### config.mk
export PLATFORM = sky130hd
export DESIGN_NAME = mtrx_fb_ctrl
export DESIGN_NICKNAME = d
export VERILOG_FILES = /design/src/rtl/mtrx_fb_ctrl.sv
export SDC_FILE = /design/constraint.sdc
export NUM_CORES = 1
export LEC_CHECK = 0
export CORE_UTILIZATION = 53
export DETAILED_ROUTE_END_ITERATION = 12
export PLACE_DENSITY = 0.88
export RECOVER_POWER = 50
export SYNTH_ARGS = -nofsm -noshare
export SYNTH_HDL_FRONTEND = slang
export SYNTH_SLANG_ARGS = --single-unit
### constraint.sdc
create_clock -name clk -period 3.2 [get_ports clk]
set_clock_uncertainty 0.05 [all_clocks]
set_input_delay 0.64 -clock clk [delete_from_list [all_inputs] [get_ports clk]]
set_output_delay 0.64 -clock clk [all_outputs]
set_load 0.02 [all_outputs]
### src/rtl/mtrx_fb_ctrl.sv
// mtrx_fb_ctrl: frame-buffer controller for the 32x32 LED matrix write port.
// Host pointer/data registers, a whole-buffer fill engine, host-priority
// write arbitration and a buffer swap sequencer.
// Optional feature macro: MTRX_SWAP_TIMEOUT_EN (abandon an unacknowledged
// swap after SWAP_TIMEOUT cycles and flag it in a sticky status bit).
module mtrx_fb_ctrl #(
    parameter logic [15:0] BASE_ADDR = 16'h0008
`ifdef MTRX_SWAP_TIMEOUT_EN
    , parameter int unsigned SWAP_TIMEOUT = 1048576
`endif
) (
    input  logic        clk,
    input  logic        rst,
    input  logic        sb_wr,
    input  logic        sb_rd,
    input  logic [15:0] sb_addr,
    input  logic [15:0] sb_wr_data,
    output logic [15:0] rd_data,
    output logic        rd_hit,
    output logic        mtrx_wr,
    output logic [10:0] mtrx_wr_addr,
    output logic [11:0] mtrx_wr_data,
    output logic        buffer_select,
    input  logic        buffer_current
);

    typedef enum logic [1:0] {IDLE, FILL, SWAP_WAIT} state_t;

    state_t      state_q, state_d;
    logic [10:0] ptr_q, ptr_d;
    logic [11:0] fill_color_q, fill_color_d;
    logic [11:0] fill_cur_q, fill_cur_d;
    logic [9:0]  idx_q, idx_d;
    logic        fill_pending_q, fill_pending_d;
    logic        swap_pending_q, swap_pending_d;
    logic        buffer_select_q, buffer_select_d;
    logic        fill_wr_q, fill_wr_d;
    logic [15:0] rd_data_q, rd_data_d;
    logic        rd_hit_q, rd_hit_d;
    logic        mtrx_wr_q, mtrx_wr_d;
    logic [10:0] mtrx_wr_addr_q, mtrx_wr_addr_d;
    logic [11:0] mtrx_wr_data_q, mtrx_wr_data_d;
    logic        tmo_bit;

`ifdef MTRX_SWAP_TIMEOUT_EN
    localparam int unsigned TW = $clog2(SWAP_TIMEOUT) + 1;
    localparam logic [TW-1:0] TMO_LAST = TW'(SWAP_TIMEOUT - 1);
    logic [TW-1:0] tmo_cnt_q, tmo_cnt_d;
    logic          swap_timeout_q, swap_timeout_d;
`endif

    logic [15:0] off;
    logic        hit, wr_ptr, wr_data, wr_ctrl, wr_color;
    logic        fill_issue, fill_busy, swap_busy;
    logic [15:0] status;
    logic        unused_wr_bits;

    // Register decode and status word assembly
    always_comb begin
        off      = sb_addr - BASE_ADDR;
        hit      = (off < 16'd5);
        wr_ptr   = sb_wr && (off == 16'd0);
        wr_data  = sb_wr && (off == 16'd1);
        wr_ctrl  = sb_wr && (off == 16'd2);
        wr_color = sb_wr && (off == 16'd3);
`ifdef MTRX_SWAP_TIMEOUT_EN
        tmo_bit  = swap_timeout_q;
`else
        tmo_bit  = 1'b0;
`endif
        // fill_busy stays up while the last fill write is still on the port
        fill_busy = fill_pending_q || (state_q == FILL) || fill_wr_q;
        swap_busy = swap_pending_q ||
                    ((state_q == SWAP_WAIT) && (buffer_current != buffer_select_q));
        status    = {10'd0, fill_pending_q, tmo_bit, buffer_select_q,
                     buffer_current, swap_busy, fill_busy};
        unused_wr_bits = ^sb_wr_data[15:12];
    end

    // Sequencer: request capture, fill engine stepping and swap handshake
    always_comb begin
        state_d         = state_q;
        idx_d           = idx_q;
        fill_cur_d      = fill_cur_q;
        fill_pending_d  = fill_pending_q;
        swap_pending_d  = swap_pending_q;
        buffer_select_d = buffer_select_q;
        fill_issue      = 1'b0;
`ifdef MTRX_SWAP_TIMEOUT_EN
        tmo_cnt_d       = tmo_cnt_q;
        swap_timeout_d  = swap_timeout_q;
        // clear first so a timeout landing on the same cycle still sticks
        if (wr_ctrl && sb_wr_data[2]) swap_timeout_d = 1'b0;
`endif
        case (state_q)
            IDLE: begin
                if (fill_pending_q) begin
                    fill_pending_d = 1'b0;
                    idx_d          = 10'd0;
                    fill_cur_d     = fill_color_q;
                    state_d        = FILL;
                end else if (swap_pending_q) begin
                    swap_pending_d  = 1'b0;
                    buffer_select_d = ~buffer_select_q;
                    state_d         = SWAP_WAIT;
`ifdef MTRX_SWAP_TIMEOUT_EN
                    tmo_cnt_d       = '0;
`endif
                end
            end
            FILL: begin
                // a host DATA write owns the port this cycle; the fill waits
                if (!wr_data) begin
                    fill_issue = 1'b1;
                    idx_d      = idx_q + 10'd1;
                    if (idx_q == 10'd1023) state_d = IDLE;
                end
            end
            SWAP_WAIT: begin
                if (buffer_current == buffer_select_q) begin
                    state_d = IDLE;
`ifdef MTRX_SWAP_TIMEOUT_EN
                end else if (tmo_cnt_q == TMO_LAST) begin
                    swap_timeout_d = 1'b1;
                    state_d        = IDLE;
                end else begin
                    tmo_cnt_d = tmo_cnt_q + 1'b1;
`endif
                end
            end
            default: state_d = IDLE;
        endcase
        // new requests win over the clear performed when IDLE consumes one
        if (wr_ctrl && sb_wr_data[0]) swap_pending_d = 1'b1;
        if (wr_ctrl && sb_wr_data[1]) fill_pending_d = 1'b1;
    end

    // Host registers, read port and registered write-port arbitration
    always_comb begin
        ptr_d          = ptr_q;
        fill_color_d   = fill_color_q;
        rd_data_d      = rd_data_q;
        rd_hit_d       = 1'b0;
        mtrx_wr_d      = 1'b0;
        mtrx_wr_addr_d = mtrx_wr_addr_q;
        mtrx_wr_data_d = mtrx_wr_data_q;
        fill_wr_d      = fill_issue;
        if (wr_ptr)   ptr_d        = sb_wr_data[10:0];
        if (wr_color) fill_color_d = sb_wr_data[11:0];
        if (wr_data) begin
            ptr_d          = ptr_q + 11'd1;
            mtrx_wr_d      = 1'b1;
            mtrx_wr_addr_d = ptr_q;
            mtrx_wr_data_d = sb_wr_data[11:0];
        end else if (fill_issue) begin
            mtrx_wr_d      = 1'b1;
            mtrx_wr_addr_d = {~buffer_select_q, idx_q};
            mtrx_wr_data_d = fill_cur_q;
        end
        if (sb_rd && hit) begin
            rd_hit_d = 1'b1;
            case (off[2:0])
                3'd0:    rd_data_d = {5'd0, ptr_q};
                3'd3:    rd_data_d = {4'd0, fill_color_q};
                3'd4:    rd_data_d = status;
                default: rd_data_d = 16'd0;
            endcase
        end
    end

    // Control and output state with synchronous reset
    always_ff @(posedge clk) begin
        if (rst) begin
            state_q         <= IDLE;
            ptr_q           <= '0;
            fill_color_q    <= '0;
            fill_pending_q  <= 1'b0;
            swap_pending_q  <= 1'b0;
            buffer_select_q <= 1'b0;
            fill_wr_q       <= 1'b0;
            rd_data_q       <= 16'hffff;
            rd_hit_q        <= 1'b0;
            mtrx_wr_q       <= 1'b0;
            mtrx_wr_addr_q  <= '0;
            mtrx_wr_data_q  <= '0;
`ifdef MTRX_SWAP_TIMEOUT_EN
            swap_timeout_q  <= 1'b0;
`endif
        end else begin
            state_q         <= state_d;
            ptr_q           <= ptr_d;
            fill_color_q    <= fill_color_d;
            fill_pending_q  <= fill_pending_d;
            swap_pending_q  <= swap_pending_d;
            buffer_select_q <= buffer_select_d;
            fill_wr_q       <= fill_wr_d;
            rd_data_q       <= rd_data_d;
            rd_hit_q        <= rd_hit_d;
            mtrx_wr_q       <= mtrx_wr_d;
            mtrx_wr_addr_q  <= mtrx_wr_addr_d;
            mtrx_wr_data_q  <= mtrx_wr_data_d;
`ifdef MTRX_SWAP_TIMEOUT_EN
            swap_timeout_q  <= swap_timeout_d;
`endif
        end
    end

    // Fill index, captured colour and timeout counter are loaded before use
    always_ff @(posedge clk) begin
        idx_q      <= idx_d;
        fill_cur_q <= fill_cur_d;
`ifdef MTRX_SWAP_TIMEOUT_EN
        tmo_cnt_q  <= tmo_cnt_d;
`endif
    end

    assign rd_data       = rd_data_q;
    assign rd_hit        = rd_hit_q;
    assign mtrx_wr       = mtrx_wr_q;
    assign mtrx_wr_addr  = mtrx_wr_addr_q;
    assign mtrx_wr_data  = mtrx_wr_data_q;
    assign buffer_select = buffer_select_q;

endmodule

==> results of run 1 <==
## final timing paths
| kind | end | slack [ps] | depth (start not counted) | startpoint |
|---|---|---|---|---|
| setup / recovery | ptr_q[4] | 310 | 9 | sb_addr[3] |
| hold reg to reg | fill_cur_q[1] | 420 | 0 | fill_color_q[1] |
| setup reg to reg | mtrx_wr_addr[2] | 600 | 4 | state_q[0] |
| hold / removal | fill_cur_q[1] | 420 | 0 | fill_color_q[1] |
## final cells by class
class / count / area [sq um] / share of cell area, %
flip-flops and latches: 89 / 2000 / 37.2
well taps: 102 / 128 / 2.37
inverters: 6 / 22.5 / 0.419
repair buffers: 93 / 882 / 16.4
clock buffers: 10 / 128 / 2.37
clock inverters: 6 / 67.6 / 1.26
multi-input cells: 332 / 2150 / 40.0
## per-stage QoR
| step | cell area (sq um) | instances | hold WS, ps | power, mW | setup TNS [ps] |
|---|---|---|---|---|---|
| 2_1_floorplan | 4380 | 470 | 376 | 1.23 | 0 |
| 3_3_place_gp | 5190 | 622 | 389 | 1.31 | 0 |
| 3_5_place_dp | 5190 | 622 | 398 | 1.31 | -0.609 |
| 4_1_cts | 5390 | 638 | 415 | 2.06 | 0 |
| 5_1_grt | 5380 | 638 | 442 | 2.12 | 0 |
| 6_report | 5380 | 638 | 416 | 2.06 | 0 |
## sequential cells by signal, indices dropped and copies added, names as in the netlist
name            count
rd_data            13
fill_color_q       12
fill_cur_q         12
mtrx_wr_data       12
mtrx_wr_addr       11
ptr_q              11
idx_q              10
state_q             2
buffer_select       1
fill_pending_q      1
fill_wr_q           1
mtrx_wr             1
rd_hit              1
swap_pending_q      1
## kinds of logic (layout without fill, tap and decap cells)
| logic type | after synthesis | after routing | synth area share (%) |
|---|---|---|---|
| adders and majority gates | 3 | 3 | 0.857 |
| muxes | 38 | 38 | 8.80 |
| xor gates and xnor gates | 10 | 10 | 2.00 |
| buffers and inverters | 49 | 115 | 5.20 |
| DFF | 89 | 89 | 45.7 |
| and+or+nand+nor | 165 | 165 | 19.7 |
| AOI/OAI and AO/OA | 116 | 116 | 17.7 |
## worst max-delay path, delay by kind of cell
family,cells,cell delay [ps]
buffers and inverters,3,930
AOI/OAI and AO/OA,3,810
adders and majority gates,1,220
and+or+nand+nor,2,480
## cell usage in the layout, fill, tap and decap left out, types with 2 or more instances in the layout
master	n
sky130_fd_sc_hd__inv_1	6
sky130_fd_sc_hd__a221oi_1	3
sky130_fd_sc_hd__nand4_1	18
sky130_fd_sc_hd__a21oi_1	32
sky130_fd_sc_hd__clkdlybuf4s50_1	33
sky130_fd_sc_hd__clkbuf_8	9
sky130_fd_sc_hd__a2111oi_0	2
sky130_fd_sc_hd__o21ai_0	9
sky130_fd_sc_hd__nand2_1	24
sky130_fd_sc_hd__o31a_1	2
sky130_fd_sc_hd__nor3b_1	2
sky130_fd_sc_hd__o21ai_1	13
sky130_fd_sc_hd__edfxtp_1	22
sky130_fd_sc_hd__o21bai_1	2
sky130_fd_sc_hd__nor2_1	39
sky130_fd_sc_hd__and3_1	7
sky130_fd_sc_hd__o31ai_1	2
sky130_fd_sc_hd__o32ai_1	3
sky130_fd_sc_hd__nand3_1	21
sky130_fd_sc_hd__nor4_1	3
sky130_fd_sc_hd__buf_4	16
sky130_fd_sc_hd__xnor2_1	3
sky130_fd_sc_hd__dfxtp_1	67
sky130_fd_sc_hd__ha_1	3
sky130_fd_sc_hd__and2_1	2
sky130_fd_sc_hd__a31oi_1	6
sky130_fd_sc_hd__clkbuf_1	4
sky130_fd_sc_hd__mux2i_1	34
sky130_fd_sc_hd__xor2_1	7
sky130_fd_sc_hd__clkinv_4	2
sky130_fd_sc_hd__a21o_1	2
sky130_fd_sc_hd__dlygate4sd3_1	40
sky130_fd_sc_hd__mux2_2	4
sky130_fd_sc_hd__nor4b_1	2
sky130_fd_sc_hd__nor2b_1	2
sky130_fd_sc_hd__a32o_1	2
sky130_fd_sc_hd__a211oi_1	28
sky130_fd_sc_hd__nor3_1	31
## metal layers
metal  share of wire (%)  vias to the layer above  track usage [%]
li1                    -                     1883                -
met1                  40                     1933             38.6
met2                  47                      299             47.4
met3                  10                       34             5.50
met4                 2.7                        0             11.5
met5                   0                        -                0
## power groups by stage
stage	Combinational (mW)	Sequential (mW)	Clock (mW)
global placement	0.135	1.17	0
finish	0.142	1.14	0.773
global route	0.150	1.14	0.821
detailed placement	0.138	1.17	0
CTS	0.139	1.14	0.778
floorplan	0.0633	1.17	0
==> results_dict.tcl, run 1 <==
set metrics [dict create \
    cts_setup_buffers 0 \
    core_area_sq_um 7850 \
    timing.critical_path.cells "clkdlybuf4s50_1, inv_1, ha_1, or3_1, a21oi_2, o2111a_1, buf_4, nand3_1, a32o_1" \
    final_max_slew_viol_count 36 \
    finish.utilization_pct 68.5 \
    synth-main-ff-cell "sky130_fd_sc_hd__dfxtp_1" \
    switching_share_pct 23.9 \
    drtPass1Iterations 5 \
    setup_viol_count_final 0 \
    globalplace.congestion 1.04 \
    postLayoutSetupSlackWorst_ps 314 \
    flow.area_growth_from_synthesis_pct 22.8 \
    synth_top_cell_by_area "sky130_fd_sc_hd__dfxtp_1" \
    drt-wirelength-per-cell_um 19.2 \
    ys.warnings.count 0 \
    n_antenna_cell 0 \
    tritoncts_clock_tree "built" \
    cts_htree_levels 3 \
    cts_root_buf "sky130_fd_sc_hd__clkbuf_8" \
    timing.final.crit_period_ps 2890 \
    cts-root-to-sink-buffers 2 \
    vias 4149 \
    synth_async_sr_flop_share_pct 0 \
    peakVddDrop_v 0.000197 \
    pin_count 79 \
    drv_cap 1 \
    tritoncts.num_buffers 9 \
    netlist_top_cells_area "sky130_fd_sc_hd__dfxtp_1 31%, sky130_fd_sc_hd__edfxtp_1 15%, sky130_fd_sc_hd__mux2i_1 7.8%" \
    synthTopCellsByCount "67 x sky130_fd_sc_hd__dfxtp_1, 39 x sky130_fd_sc_hd__nor2_1, 34 x sky130_fd_sc_hd__mux2i_1" \
    synth_cell_types 61 \
    synth_area_sq_um 4380 \
    worstHoldPathType "reg -> reg" \
    cts_resized 0 \
    status "complete, but fails checks" \
    p_leak_nw 1.86 \
    remaining_drc_errors 0 \
    cp_slowest_stage_delay_ps 530 \
    crit_path_top_delay_cell "sky130_fd_sc_hd__clkdlybuf4s50_1" \
    seq_power_share_pct 55.6 \
    std_cell_rows 32 \
    synth_edf_count 22 \
    drt_first_iter_violations 416 \
    horizontal_die_dimension_um 92.9 \
    finalHoldViolCount 0 \
    critPathArrivalTime_ps 3090 \
    gr-usage-all-layers_pct 29.3 \
    fmax_ghz 0.347 \
    drive_above_1_share_pct 8.40 \
    num-nets-final 571 \
    yosys.area.top_type_share_pct 30.6 \
    grt_antenna_before_repair 0 \
    synth_seq_area_share_pct 45.7 \
    dp_slack_ps -0.609 \
    worstMarginPinSlew_ps 1640 \
    chipHeight_um 92.9 \
    worst_setup_hold_path_clk_slew_ps 90 \
    comb_power_share_pct 6.9 \
    ys_seq_elements 89 \
    grt_pass1_vias 3845 \
    critical_path_data_required_time_ps 3400 \
    ctsHoldBuffers 0 \
    synthesis.instances 470 \
    dieArea_sq_um 8630 \
    final_period_util_pct 90.2 \
    cell_with_the_most_instances_after_synthesis "sky130_fd_sc_hd__dfxtp_1" \
    power-per-cell-area_nw_per_um2 383 \
    pwr-share-clk_pct 37.5 \
    floorplan.initialDensity_pct 55.8 \
    detail_route.vias_per_cell 6.50 \
    mappedNetlistNets 510 \
    worst-path-max-fanout 25 \
    count_of_antenna_violating_nets_left_after_detailed_routing 0 \
    worst_setup_path_end_kind "flop" \
    violations "capacitance limit, slew limit" \
    crit_type "in -> reg" \
    port_buf_inserts 74 \
    rsz0062_at_grt "false" \
    internal_power_mw 1.57 \
    overflow 0 \
    detailed_place_hpwl_um 8500 \
    maximum_number_of_pins_on_one_net_before_global_route_repair 43 \
    num-fill-cells 609 \
    route.final.wire_length_um 12300 \
    clkSinkCount 89 \
    critical_path.startpoint_type "input port" \
    worst_skew_pair.late_latency_ps 360 \
    switching_power_of_the_nets_mw 0.491 \
    first_pass_grt_wire_length_um 19600 \
    maxSlewHeadroom_pct -9.65 \
    synth_area_per_cell_sq_um 9.32 \
]
Note: power is estimated with default switching activity, not from simulation.
==> run 2: changes to the inputs <==
--- a/config.mk
+++ b/config.mk
@@ -5,7 +5,9 @@
 export SDC_FILE = /design/constraint.sdc
 export NUM_CORES = 1
 export LEC_CHECK = 0
-export CORE_UTILIZATION = 53
+export CELL_PAD_IN_SITES_DETAIL_PLACEMENT = 0
+export CELL_PAD_IN_SITES_GLOBAL_PLACEMENT = 1
+export CORE_UTILIZATION = 40
 export DETAILED_ROUTE_END_ITERATION = 12
 export PLACE_DENSITY = 0.88
 export RECOVER_POWER = 50
==> results_dict.tcl, run 2 (synthesized netlist as in run 1, its figures left out) <==
set metrics [dict create \
    route.final.wire_length_um 12800 \
    cts_resized 0 \
    multi_input_area_sq_um 2150 \
    maxSlewHeadroom_pct 22.2 \
    hold-worst-slack_ps 425 \
    cp_slowest_stage_delay_ps 520 \
    status "completed" \
    globalRoute.busiestLayer "met2" \
    worst_setup_hold_path_clk_slew_ps 90 \
    tritoncts.num_buffers 9 \
    worst_setup_path_end_kind "flop" \
    vias 4047 \
    cts-root-to-sink-buffers 2 \
    flow.area_growth_from_synthesis_pct 25.0 \
    peakVddDrop_v 0.000194 \
    p_leak_nw 1.89 \
    clkSinkCount 89 \
    setup.reg_to_reg.worst_slack_ps 710 \
    hold_depth 0 \
    num-nets-final 574 \
    final_max_slew_viol_count 0 \
    worstMarginPinSlew_ps 1170 \
    finish.utilization_pct 52.3 \
    setup.worst_path.end "rd_data[14]" \
    worst_r2r_startpoint "state_q[0]" \
    postPlaceCellArea_sq_um 5260 \
    crit_path_top_delay_cell "sky130_fd_sc_hd__clkdlybuf4s50_1" \
    core_area_sq_um 10500 \
    grt_pass1_vias 3926 \
    count_of_antenna_violating_nets_left_after_detailed_routing 0 \
    crit_start "sb_addr[3]" \
    cts_root_buf "sky130_fd_sc_hd__clkbuf_8" \
    horizontal_die_dimension_um 107 \
    n_antenna_cell 0 \
    crit_type "in -> reg" \
    fmax_ghz 0.360 \
    globalRouteMet1Util_pct 30.4 \
    worstHoldPathType "reg -> reg" \
    gr-usage-all-layers_pct 22.9 \
    cts_htree_levels 3 \
    cts_setup_buffers 0 \
    std_cell_rows 37 \
    drtPass1Iterations 5 \
    maximum_number_of_pins_on_one_net_before_global_route_repair 43 \
    remaining_drc_errors 0 \
    final-seq-area_sq_um 2000 \
    detailed_place_hpwl_um 9050 \
    power-per-cell-area_nw_per_um2 388 \
    critical_path_data_required_time_ps 3400 \
    finish.instance_area_sq_um 5470 \
    critPathArrivalTime_ps 2980 \
    worst-path-max-fanout 14 \
    overflow 0 \
    first_pass_grt_wire_length_um 20400 \
    grt_antenna_before_repair 0 \
    dieArea_sq_um 11400 \
    layout_common_cells "67 x sky130_fd_sc_hd__dfxtp_1, 41 x sky130_fd_sc_hd__dlygate4sd3_1, 39 x sky130_fd_sc_hd__nor2_1" \
    rsz0062_at_grt "false" \
    grtUsageMet2_pct 37.7 \
    dp_cells 659 \
    finalHoldViolCount 0 \
    drv_cap 0 \
    largest_register_ffs 13 \
    setup_viol_count_final 0 \
    most_common_cell_after_layout_fill_and_taps_aside "sky130_fd_sc_hd__dfxtp_1" \
    final_period_util_pct 86.9 \
    pin_count 79 \
    chipHeight_um 107 \
    drt_first_iter_violations 367 \
    timing.critical_path.cells "clkdlybuf4s50_1, inv_1, ha_1, nand2_1, nor4_1, o2111a_1, buf_4, nand4_4, a21o_1" \
    worst_skew_pair.late_latency_ps 350 \
    tritoncts_clock_tree "built" \
    timing.final.crit_period_ps 2780 \
    detail_route.vias_per_cell 6.00 \
    critical_path.startpoint_type "input port" \
    global_route.usage.met3_pct 2.80 \
    layout.cells.non_filler 675 \
    floorplan.initialDensity_pct 41.9 \
    r2r-end "mtrx_wr_data[8]" \
    globalplace.congestion 0.872 \
    drt-wirelength-per-cell_um 18.9 \
    finalSetupTns_ps 0 \
    cells_on_worst_reg2reg_path 5 \
    num-fill-cells 977 \
    port_buf_inserts 74 \
    ctsHoldBuffers 0 \
    drive_above_1_share_pct 9.65 \
]
[run 2: worst min path at each step]
stage                          end              from  slack, ps
global placement     fill_cur_q[6]   fill_color_q[6]        390
global route         fill_cur_q[6]   fill_color_q[6]        440
CTS                  fill_cur_q[6]   fill_color_q[6]        420
floorplan           fill_cur_q[10]  fill_color_q[10]        380
finish               fill_cur_q[6]   fill_color_q[6]        430
detailed placement   fill_cur_q[6]   fill_color_q[6]        400
[run 2: report_power, final]
group	internal, mW	total (mW)	switching, mW
Combinational	0.0590	0.143	0.0838
Clock	0.431	0.837	0.406
Sequential	1.14	1.14	0.00000577
[run 2: routing by layer]
metal	up-vias	routed length (um)
met3	26	793
li1	1893	-
met5	-	0
met4	0	306
met2	175	6110
met1	1953	5580
[run 2: critical path, delay by kind of cell]
kind | cells | cell delay, ps
buf+inv | 3 | 740
fa+ha+maj | 1 | 270
simple gates | 3 | 720
compound gates | 2 | 610
[run 2: stage by stage]
step / total power [mW] / setup WS [ps]
final: 2.12 / 420
after global routing: 2.19 / 301
after CTS: 2.13 / 425
after detailed placement: 1.31 / 59.8
after global placement: 1.31 / 130
after floorplan: 1.23 / 809
[run 2: area by class of cell]
class	count	area share, %
clock buffer	11	2.97
clock inverter	5	1.07
inverter	6	0.411
multi-input combinational	332	39.3
sequential	89	36.6
tap	136	3.11
timing repair buffer	96	16.5
==> run 3: changes to the inputs <==
--- a/config.mk
+++ b/config.mk
@@ -11,6 +11,7 @@
 export DETAILED_ROUTE_END_ITERATION = 12
 export PLACE_DENSITY = 0.88
 export RECOVER_POWER = 50
+export SETUP_SLACK_MARGIN = 0.4
 export SYNTH_ARGS = -nofsm -noshare
 export SYNTH_HDL_FRONTEND = slang
 export SYNTH_SLANG_ARGS = --single-unit
==> constraint.sdc (replaced) <==
create_clock -name clk -period 3.2 [get_ports clk]
set_clock_uncertainty 0.05 [all_clocks]
set_input_delay 0.48 -clock clk [delete_from_list [all_inputs] [get_ports clk]]
set_output_delay 0.48 -clock clk [all_outputs]
set_load 0.02 [all_outputs]
==> results_dict.tcl, run 3 (synthesized netlist as in run 1, its figures left out) <==
set metrics [dict create \
    timing.final.crit_period_ps 2660 \
    finish.instance_area_sq_um 5470 \
    cts_setup_buffers 0 \
    most_common_cell_after_layout_fill_and_taps_aside "sky130_fd_sc_hd__dfxtp_1" \
    largest_register_ffs 13 \
    drt_first_iter_violations 419 \
    horizontal_die_dimension_um 107 \
    worst_setup_hold_path_clk_slew_ps 90 \
    peakVddDrop_v 0.000186 \
    status "completed" \
    worst-path-max-fanout 25 \
    remaining_drc_errors 0 \
    critPathArrivalTime_ps 2890 \
    overflow 0 \
    clkSinkCount 89 \
    maxSlewHeadroom_pct 22.7 \
    drive_above_1_share_pct 9.31 \
    layout.cells.non_filler 673 \
    maximum_number_of_pins_on_one_net_before_global_route_repair 42 \
    layout_common_cells "67 x sky130_fd_sc_hd__dfxtp_1, 41 x sky130_fd_sc_hd__dlygate4sd3_1, 39 x sky130_fd_sc_hd__nor2_1" \
    setup_viol_count_final 0 \
    rsz0062_at_grt "false" \
    postPlaceCellArea_sq_um 5230 \
    dp_cells 657 \
    vias 3941 \
    port_buf_inserts 74 \
    final_period_util_pct 83.1 \
    whs_endpoint "fill_cur_q[1]" \
    critical_path_data_required_time_ps 3430 \
    power-per-cell-area_nw_per_um2 397 \
    p_leak_nw 1.89 \
    cts_htree_levels 3 \
    cells_on_worst_reg2reg_path 5 \
    finalHoldViolCount 0 \
    grt_antenna_before_repair 0 \
    tritoncts_clock_tree "built" \
    first_pass_grt_wire_length_um 20200 \
    worst_skew_pair.late_latency_ps 370 \
    worst_setup_path_end_kind "flop" \
    r2r-end "mtrx_wr_data[1]" \
    hold_start "fill_color_q[1]" \
    finish.utilization_pct 52.3 \
    final_max_slew_viol_count 0 \
    pin_count 79 \
    setup.reg_to_reg.worst_slack_ps 720 \
    worstMarginPinSlew_ps 1160 \
    cts-root-to-sink-buffers 2 \
    detailed_place_hpwl_um 8910 \
    globalplace.congestion 0.916 \
    count_of_antenna_violating_nets_left_after_detailed_routing 0 \
    floorplan.initialDensity_pct 41.9 \
    std_cell_rows 37 \
    flow.area_growth_from_synthesis_pct 24.9 \
    worstHoldPathType "reg -> reg" \
    critical_path.startpoint_type "input port" \
    tritoncts.num_buffers 9 \
    gr-usage-all-layers_pct 23.1 \
    chipHeight_um 107 \
    finalSetupTns_ps 0 \
    hold_depth 0 \
    dieArea_sq_um 11400 \
    fmax_ghz 0.376 \
    core_area_sq_um 10500 \
    grt_pass1_vias 3745 \
    crit_type "in -> reg" \
    worst_r2r_startpoint "state_q[0]" \
    num-nets-final 572 \
    n_antenna_cell 0 \
    drtPass1Iterations 5 \
    drv_cap 0 \
    cts_root_buf "sky130_fd_sc_hd__clkbuf_8" \
    detail_route.vias_per_cell 5.86 \
    route.final.wire_length_um 12600 \
    drt-wirelength-per-cell_um 18.7 \
]
## run 3: cell types whose count changed in the layout (fill, tap and decap cells not counted), sizes merged
cell / before / now
clkbuf: 13 / 14
clkinvlp: 2 / 1
buf: 21 / 19
bufinv: 1 / 2
inv: 7 / 6
## run 3: power by group
part | leakage, nW | switching (mW) | internal (mW) | total (mW)
clock network | 0.113 | 0.403 | 0.484 | 0.888
logic | 1.01 | 0.0817 | 0.0588 | 0.140
registers | 0.765 | 0.00000589 | 1.14 | 1.14
## run 3: timing repair
action / 4_1_cts / 5_1_grt
hold buffers: 0 / 0
endpoints found under the setup margin: 0 / 7
resized for setup: 0 / 2
## run 3: metal layers
metal	GRT usage (%)	vias up	part of all wire, %
li1	-	1875	-
met1	31.9	1892	45
met2	35.2	153	46
met3	4.44	21	6.2
met4	9.59	0	2.3
met5	0	-	0
## run 3: how the worst max path moves through the flow
stage | startpoint | endpoint | slack [ps] | cells after the start
after floorplan | state_q[1] | idx_q[0] | 960 | 3
after global placement | sb_addr[3] | ptr_q[3] | 200 | 9
after detailed placement | sb_addr[3] | ptr_q[6] | 140 | 8
after CTS | sb_addr[3] | ptr_q[6] | 520 | 8
after global routing | sb_addr[3] | ptr_q[5] | 430 | 9
final | sb_addr[3] | ptr_q[10] | 540 | 9
## run 3: per-stage QoR
stage	power, mW	hold slack (ps)	setup slack, ps
floorplan	1.23	376	962
global placement	1.31	390	204
detailed placement	1.31	386	142
CTS	2.18	401	520
global route	2.25	418	430
finish	2.17	398	541
## run 3: final cells by class
cell class,instances,area [sq um]
Inverter,6,22.5
Timing Repair Buffer,94,878
Sequential cell,89,2000
Fill cell,979,4990
Clock inverter,4,76.3
Tap cell,136,170
Multi-Input combinational cell,332,2160
Clock buffer,12,155
## run 3: worst max-delay path, cell delays in order
cell and delay, ps:
sky130_fd_sc_hd__clkdlybuf4s50_1 530, sky130_fd_sc_hd__inv_1 60, sky130_fd_sc_hd__ha_1 210, sky130_fd_sc_hd__or3_1 320, sky130_fd_sc_hd__a21oi_2 180, sky130_fd_sc_hd__o2111a_1 330
sky130_fd_sc_hd__buf_4 340, sky130_fd_sc_hd__nand2_1 130, sky130_fd_sc_hd__o32ai_1 280
